===== src/rtl/imem_boot_loader_pkg.sv =====
// Shared definitions for the instruction-memory boot loader: state encoding
// and the default memory geometry also used by the instruction memory.
package imem_boot_loader_pkg;

  localparam int DEFAULT_ADDR_WIDTH = 8;
  localparam int DEFAULT_DATA_WIDTH = 32;

  typedef enum logic [1:0] {
    IDLE  = 2'd0,
    LOAD  = 2'd1,
    FLUSH = 2'd2,
    RUN   = 2'd3
  } state_t;

endpackage


===== src/rtl/imem_boot_loader.sv =====
// Boot loader: holds the core in reset, streams a program into instruction
// memory over a valid/ready handshake, then releases the core after a delay.
module imem_boot_loader
  import imem_boot_loader_pkg::*;
#(
  parameter int ADDR_WIDTH    = DEFAULT_ADDR_WIDTH,
  parameter int DATA_WIDTH    = DEFAULT_DATA_WIDTH,
  parameter int RELEASE_DELAY = 4
) (
  input  logic                  clk,
  input  logic                  rst,
  input  logic                  start,
  input  logic [ADDR_WIDTH:0]   word_count,
  input  logic                  in_valid,
  input  logic [DATA_WIDTH-1:0] in_data,
  output logic                  in_ready,
  output logic                  imem_we,
  output logic [ADDR_WIDTH-1:0] imem_addr,
  output logic [DATA_WIDTH-1:0] imem_wdata,
  output logic                  core_rst,
  output logic                  busy,
  output logic                  done,
  output logic                  err
);

  localparam logic [ADDR_WIDTH:0] MAX_COUNT = {1'b1, {ADDR_WIDTH{1'b0}}};
  localparam logic [ADDR_WIDTH:0] ONE       = {{ADDR_WIDTH{1'b0}}, 1'b1};
  localparam logic [3:0]          DELAY_INIT = 4'(RELEASE_DELAY);

  state_t                state;
  logic [ADDR_WIDTH-1:0] ptr;
  logic [ADDR_WIDTH:0]   count;
  logic [3:0]            delay;

  logic count_ok;
  logic handshake;
  logic last_word;

  assign count_ok  = (word_count != '0) && (word_count <= MAX_COUNT);
  assign in_ready  = (state == LOAD);
  assign handshake = in_valid && in_ready;
  assign last_word = ({1'b0, ptr} == (count - ONE));

  always_ff @(posedge clk or negedge rst) begin
    if (!rst) begin
      state      <= IDLE;
      ptr        <= '0;
      count      <= '0;
      delay      <= '0;
      imem_we    <= 1'b0;
      imem_addr  <= '0;
      imem_wdata <= '0;
      core_rst   <= 1'b0;
      busy       <= 1'b0;
      done       <= 1'b0;
      err        <= 1'b0;
    end else begin
      imem_we <= 1'b0;
      case (state)
        IDLE: begin
          if (start) begin
            if (count_ok) begin
              err   <= 1'b0;
              count <= word_count;
              ptr   <= '0;
              busy  <= 1'b1;
              state <= LOAD;
            end else begin
              err <= 1'b1;
            end
          end
        end
        LOAD: begin
          if (handshake) begin
            imem_we    <= 1'b1;
            imem_addr  <= ptr;
            imem_wdata <= in_data;
            // The pointer stops at the last index so a full-depth load never wraps.
            if (last_word) begin
              delay <= DELAY_INIT;
              state <= FLUSH;
            end else begin
              ptr <= ptr + 1'b1;
            end
          end
        end
        FLUSH: begin
          // Release lands RELEASE_DELAY edges after the edge raising the final write.
          if (delay <= 4'd1) begin
            core_rst <= 1'b1;
            done     <= 1'b1;
            busy     <= 1'b0;
            state    <= RUN;
          end else begin
            delay <= delay - 1'b1;
          end
        end
        RUN: begin
          if (start) begin
            core_rst <= 1'b0;
            done     <= 1'b0;
            if (count_ok) begin
              err   <= 1'b0;
              count <= word_count;
              ptr   <= '0;
              busy  <= 1'b1;
              state <= LOAD;
            end else begin
              err   <= 1'b1;
              state <= IDLE;
            end
          end
        end
        default: state <= IDLE;
      endcase
    end
  end

endmodule


===== config.mk =====
export PLATFORM = sky130hd
export DESIGN_NAME = imem_boot_loader
export DESIGN_NICKNAME = d
export VERILOG_FILES = /design/src/rtl/imem_boot_loader_pkg.sv /design/src/rtl/imem_boot_loader.sv
export SDC_FILE = /design/constraint.sdc
export NUM_CORES = 1
export LEC_CHECK = 0
export CORE_MARGIN = 1
export CORE_UTILIZATION = 55
export DETAILED_ROUTE_END_ITERATION = 6
export DONT_BUFFER_PORTS = 1
export PLACE_DENSITY_LB_ADDON = 0.08
export SETUP_SLACK_MARGIN = 0.2
export SYNTH_ARGS = -nofsm -noshare
export SYNTH_HDL_FRONTEND = slang
export SYNTH_SLANG_ARGS = --single-unit
export TNS_END_PERCENT = 100

===== constraint.sdc =====
create_clock -name clk -period 5.88 [get_ports clk]
set_input_delay 1.764 -clock clk [delete_from_list [all_inputs] [get_ports clk]]
set_output_delay 1.764 -clock clk [all_outputs]
set_load 0.01 [all_outputs]

==> summary by stage <==
Status
The run finished with clean final reports.

Clocking
For the worst-skew pair, the clock arrives at the later sink with an insertion delay of about 0.34 ns. The number of buffers added to fix hold violations after cts is 0. The clock passes through at most 2 buffers. The number of setup buffers added after CTS is 0. Buffers inserted during clock tree synthesis total 9. CTS placed an instance of sky130_fd_sc_hd__clkbuf_8 at the clock tree root. In this run, post-CTS repair resized a total of 0 instances.

TritonCTS built the clock tree. Clock-pin slew was measured on the worst setup and hold paths at 0.07 ns. The H-tree was split into 3 levels. Counting every sink on the clock net gives 67.

Critical path
Following the worst setup path forward leads to its endpoint at ptr[6]$_DFFE_PN0P_. The destination of the worst register-to-register timing path is delay[1]$_DFFE_PN0P_. Setup slack on the worst reg-to-reg path comes out at roughly 2.7 ns. The worst setup path is launched from a primary input.

By startpoint and endpoint, the worst setup path is classified as primary input to register. The critical path capture point type is a register. The critical path starts at word_count[1]. Traced cell by cell, the critical path runs through nor4_1, nand2_1, xor2_1, nand2_1, o21ai_0, a31oi_1, a41o_1. The slowest stage of the critical path is the sky130_fd_sc_hd__nand2_1 cell. At the worst endpoint, the required time is 6.10 ns.

The arrival time reported for the critical path endpoint is 3.81 ns. The critical path's largest stage delay is 0.58 ns. The worst register-to-register path begins at count[0]$_DFFE_PN0P_. Along the worst path, the maximum fanout reaches 24. The cell seen most often among critical-path stages is sky130_fd_sc_hd__nand2_1. The number of cells on the worst reg-to-reg path is 9.

Global routing
The initial antenna violation count was 0. The global-route wire length before repair is 10.7 mm. The residual overflow from global routing is 0. The global-route usage over all layers is roughly 22%. The number of global-route vias before repair is 2222. The largest net degree at the start of global routing is 68.

Cells and area
The area taken by flip-flops and latches is 1680 um^2. The total of fill cells in the finished design is roughly 480. The post-layout net count is around 340.

Cells with a size suffix above 1 make up between 20% and 30% of the layout. The multi-input combinational cell area is 1600 um^2. The repair_antennas step left the layout with diodes totalling 0. From synthesis to final layout, the design area changed by 5.24%.

Power
For this design the ratio of total power to cell area is 542 nW/um^2. Overall power consumption after layout is estimated at 1.96 mW. The static leakage is 1.56 nW. The peak supply drop is 0.302 mV.

Synth
A synthesized cell averages 11.7 um^2. By area the synthesized netlist is led by sky130_fd_sc_hd__dfrtp_1, sky130_fd_sc_hd__mux2_2, sky130_fd_sc_hd__ha_1. The gate count after technology mapping is 293. Synthesis produced a netlist with a net count of 347.

During synthesis, Yosys emitted a total of 0 warnings. Counting flops with a built-in enable in the synthesized netlist gives 0. Summed over all instances, the cell type with the most area after synthesis is sky130_fd_sc_hd__dfrtp_1. The sequential element share of the synthesized area is 48.8%. Ranked by instance count, the synthesized netlist is headed by sky130_fd_sc_hd__dfrtp_1, sky130_fd_sc_hd__mux2_2, sky130_fd_sc_hd__nand2_1, sky130_fd_sc_hd__a21oi_1, sky130_fd_sc_hd__o21ai_0. The most frequent cell after synthesis is sky130_fd_sc_hd__dfrtp_1. Synthesis instantiated between 60 and 70 different standard cells from the library. The proportion of synthesized flip-flops having asynchronous set or reset is between 90% and 100%.

Among all flip-flop cells after synthesis, the most frequent one is sky130_fd_sc_hd__dfrtp_1. After synthesis the netlist holds a flip-flop and latch count of 67. The portion of synthesized cell area occupied by the leading cell type is 48.8%. After synthesis the cells add up to 3440 um^2.

STA
The number of hold-slack violations in the final timing report is 0. The final-report setup violation count is 0. The setup slack of the critical path after layout is 2.29 ns.

The final number of max-transition violations is 0. The total negative slack for setup checks is 0 ns. The max-slew headroom at the worst pin is 45.3%. The final worst-path cycle share is 61.1%.

Across the routed clock network, the largest skew measured is 0.00591 ns. Based on the critical path, the design can be clocked at up to ~0.28 GHz. For the pin with the worst max-slew slack, the measured transition is 0.818 ns.

Setup repair after global routing left no endpoint under its margin. The post-route minimum period is roughly 3.6 ns.

Floorplanning
From bottom edge to top edge, the die measures 81.0 um. The core area is approximately 6000 um^2. The number of placed I/O pins is 91. The floorplan has 28 rows. The die covers 6570 um^2. The die is 81.0 um wide. Once the floorplan was initialized, standard cells occupied 57.7% of the core.

Placed design
Port buffering added 0 buffers. The detailed placer's ending HPWL is approximately 4.3 mm. The placer congestion estimate is 0.739. Timing analysis after detailed placement gives a worst setup slack of 1.95 ns.

Route
After the first detailed-routing iteration, the DRC count stood at roughly 100. In this run the remaining antenna-violating nets after routing total 0. For this run, design rule violations remaining after detail routing come to 0. After detailed routing, the number of vias per cell comes to slightly above 6. The iteration count of the initial detailed-routing pass is 4. The final wirelength is 6.49 mm.

The total via count in the routed design is 2219. The average wire per cell in the routed design is roughly 18 um.

Run
Max-cap violations in this run came to 0.

Min path
The kind of path behind the tightest hold check is register to register.
-- through the flow --
step / cells / hold WS, ns / utilization, % / area [um^2]
2_1_floorplan: 293 / 0.503 / - / 3440
3_3_place_gp: 352 / 0.536 / 57.6 / 3430
3_5_place_dp: 352 / 0.551 / 57.6 / 3430
4_1_cts: 367 / 0.568 / 60.7 / 3620
5_1_grt: 367 / 0.592 / 60.7 / 3620
6_report: 367 / 0.567 / 60.7 / 3620
-- layer usage --
layer	part of all wire, %	global-route usage [%]	wire (um)	vias to the layer above
met5	0	0	0	-
met4	2.1	11.3	135	0
met3	6.4	5.96	414	13
met2	47	33.2	3020	80
met1	45	28.1	2920	1074
li1	-	-	-	1052
-- cell type report --
class,count,share of cell area (%)
Inverter,12,1.63
Clock inverter,5,1.52
Tap cell,75,2.60
Sequential cell,67,46.4
Multi-Input combinational cell,198,44.4
Clock buffer,10,3.53
-- cell usage in the layout, fill, tap and decap left out, drive strengths merged, types with 3 or more instances in the layout --
cell type,count
dfrtp,67
and3,5
a41o,3
a221o,3
nand2,15
xor2,4
clkbuf,10
nor3,4
nand2b,3
a31oi,5
nor2,13
mux2,49
nand3,8
o21ai,15
inv,11
nor4,3
or4,4
xnor2,6
a21oi,14
ha,9
-- worst min-delay path by stage --
stage                              from                       end  slack (ns)  cells past startpoint
3_5_place_dp            err$_DFFE_PN0P_           err$_DFFE_PN0P_        0.55                      1
5_1_grt                 err$_DFFE_PN0P_           err$_DFFE_PN0P_        0.59                      1
3_3_place_gp       delay[1]$_DFFE_PN0P_      delay[1]$_DFFE_PN0P_        0.54                      1
2_1_floorplan      delay[1]$_DFFE_PN0P_      delay[1]$_DFFE_PN0P_        0.50                      1
6_report       imem_addr[0]$_DFFE_PN0P_  imem_addr[0]$_DFFE_PN0P_        0.57                      2
4_1_cts                 err$_DFFE_PN0P_           err$_DFFE_PN0P_        0.57                      1
-- worst max-delay path, delay by kind of cell --
kind	cells	cell delay, ns
compound gates	3	0.63
xor+xnor	1	0.34
simple gates	3	1.06
-- kinds of logic after synthesis --
kind of cell | share of synthesized area (%)
and+or+nand+nor | 11.8
DFF | 48.8
AOI/OAI and AO/OA | 12.7
muxes | 16.4
buffers and inverters | 4.52
xor gates and xnor gates | 2.55
adders and majority gates | 3.28
-- power breakdown --
part / switching (mW) / internal [mW] / total [mW]
logic: 0.343 / 0.352 / 0.695
clock network: 0.171 / 0.192 / 0.363
registers: 0.247 / 0.655 / 0.903
total: 0.761 / 1.20 / 1.96
-- flip-flops by register name, summed over array words and instances (netlist names) --
name	cells
done	1
ptr	8
count	9
busy	1
delay	4
state	2
imem_we	1
err	1
imem_wdata	32
imem_addr	8
Power figures use the tool's default switching activity.
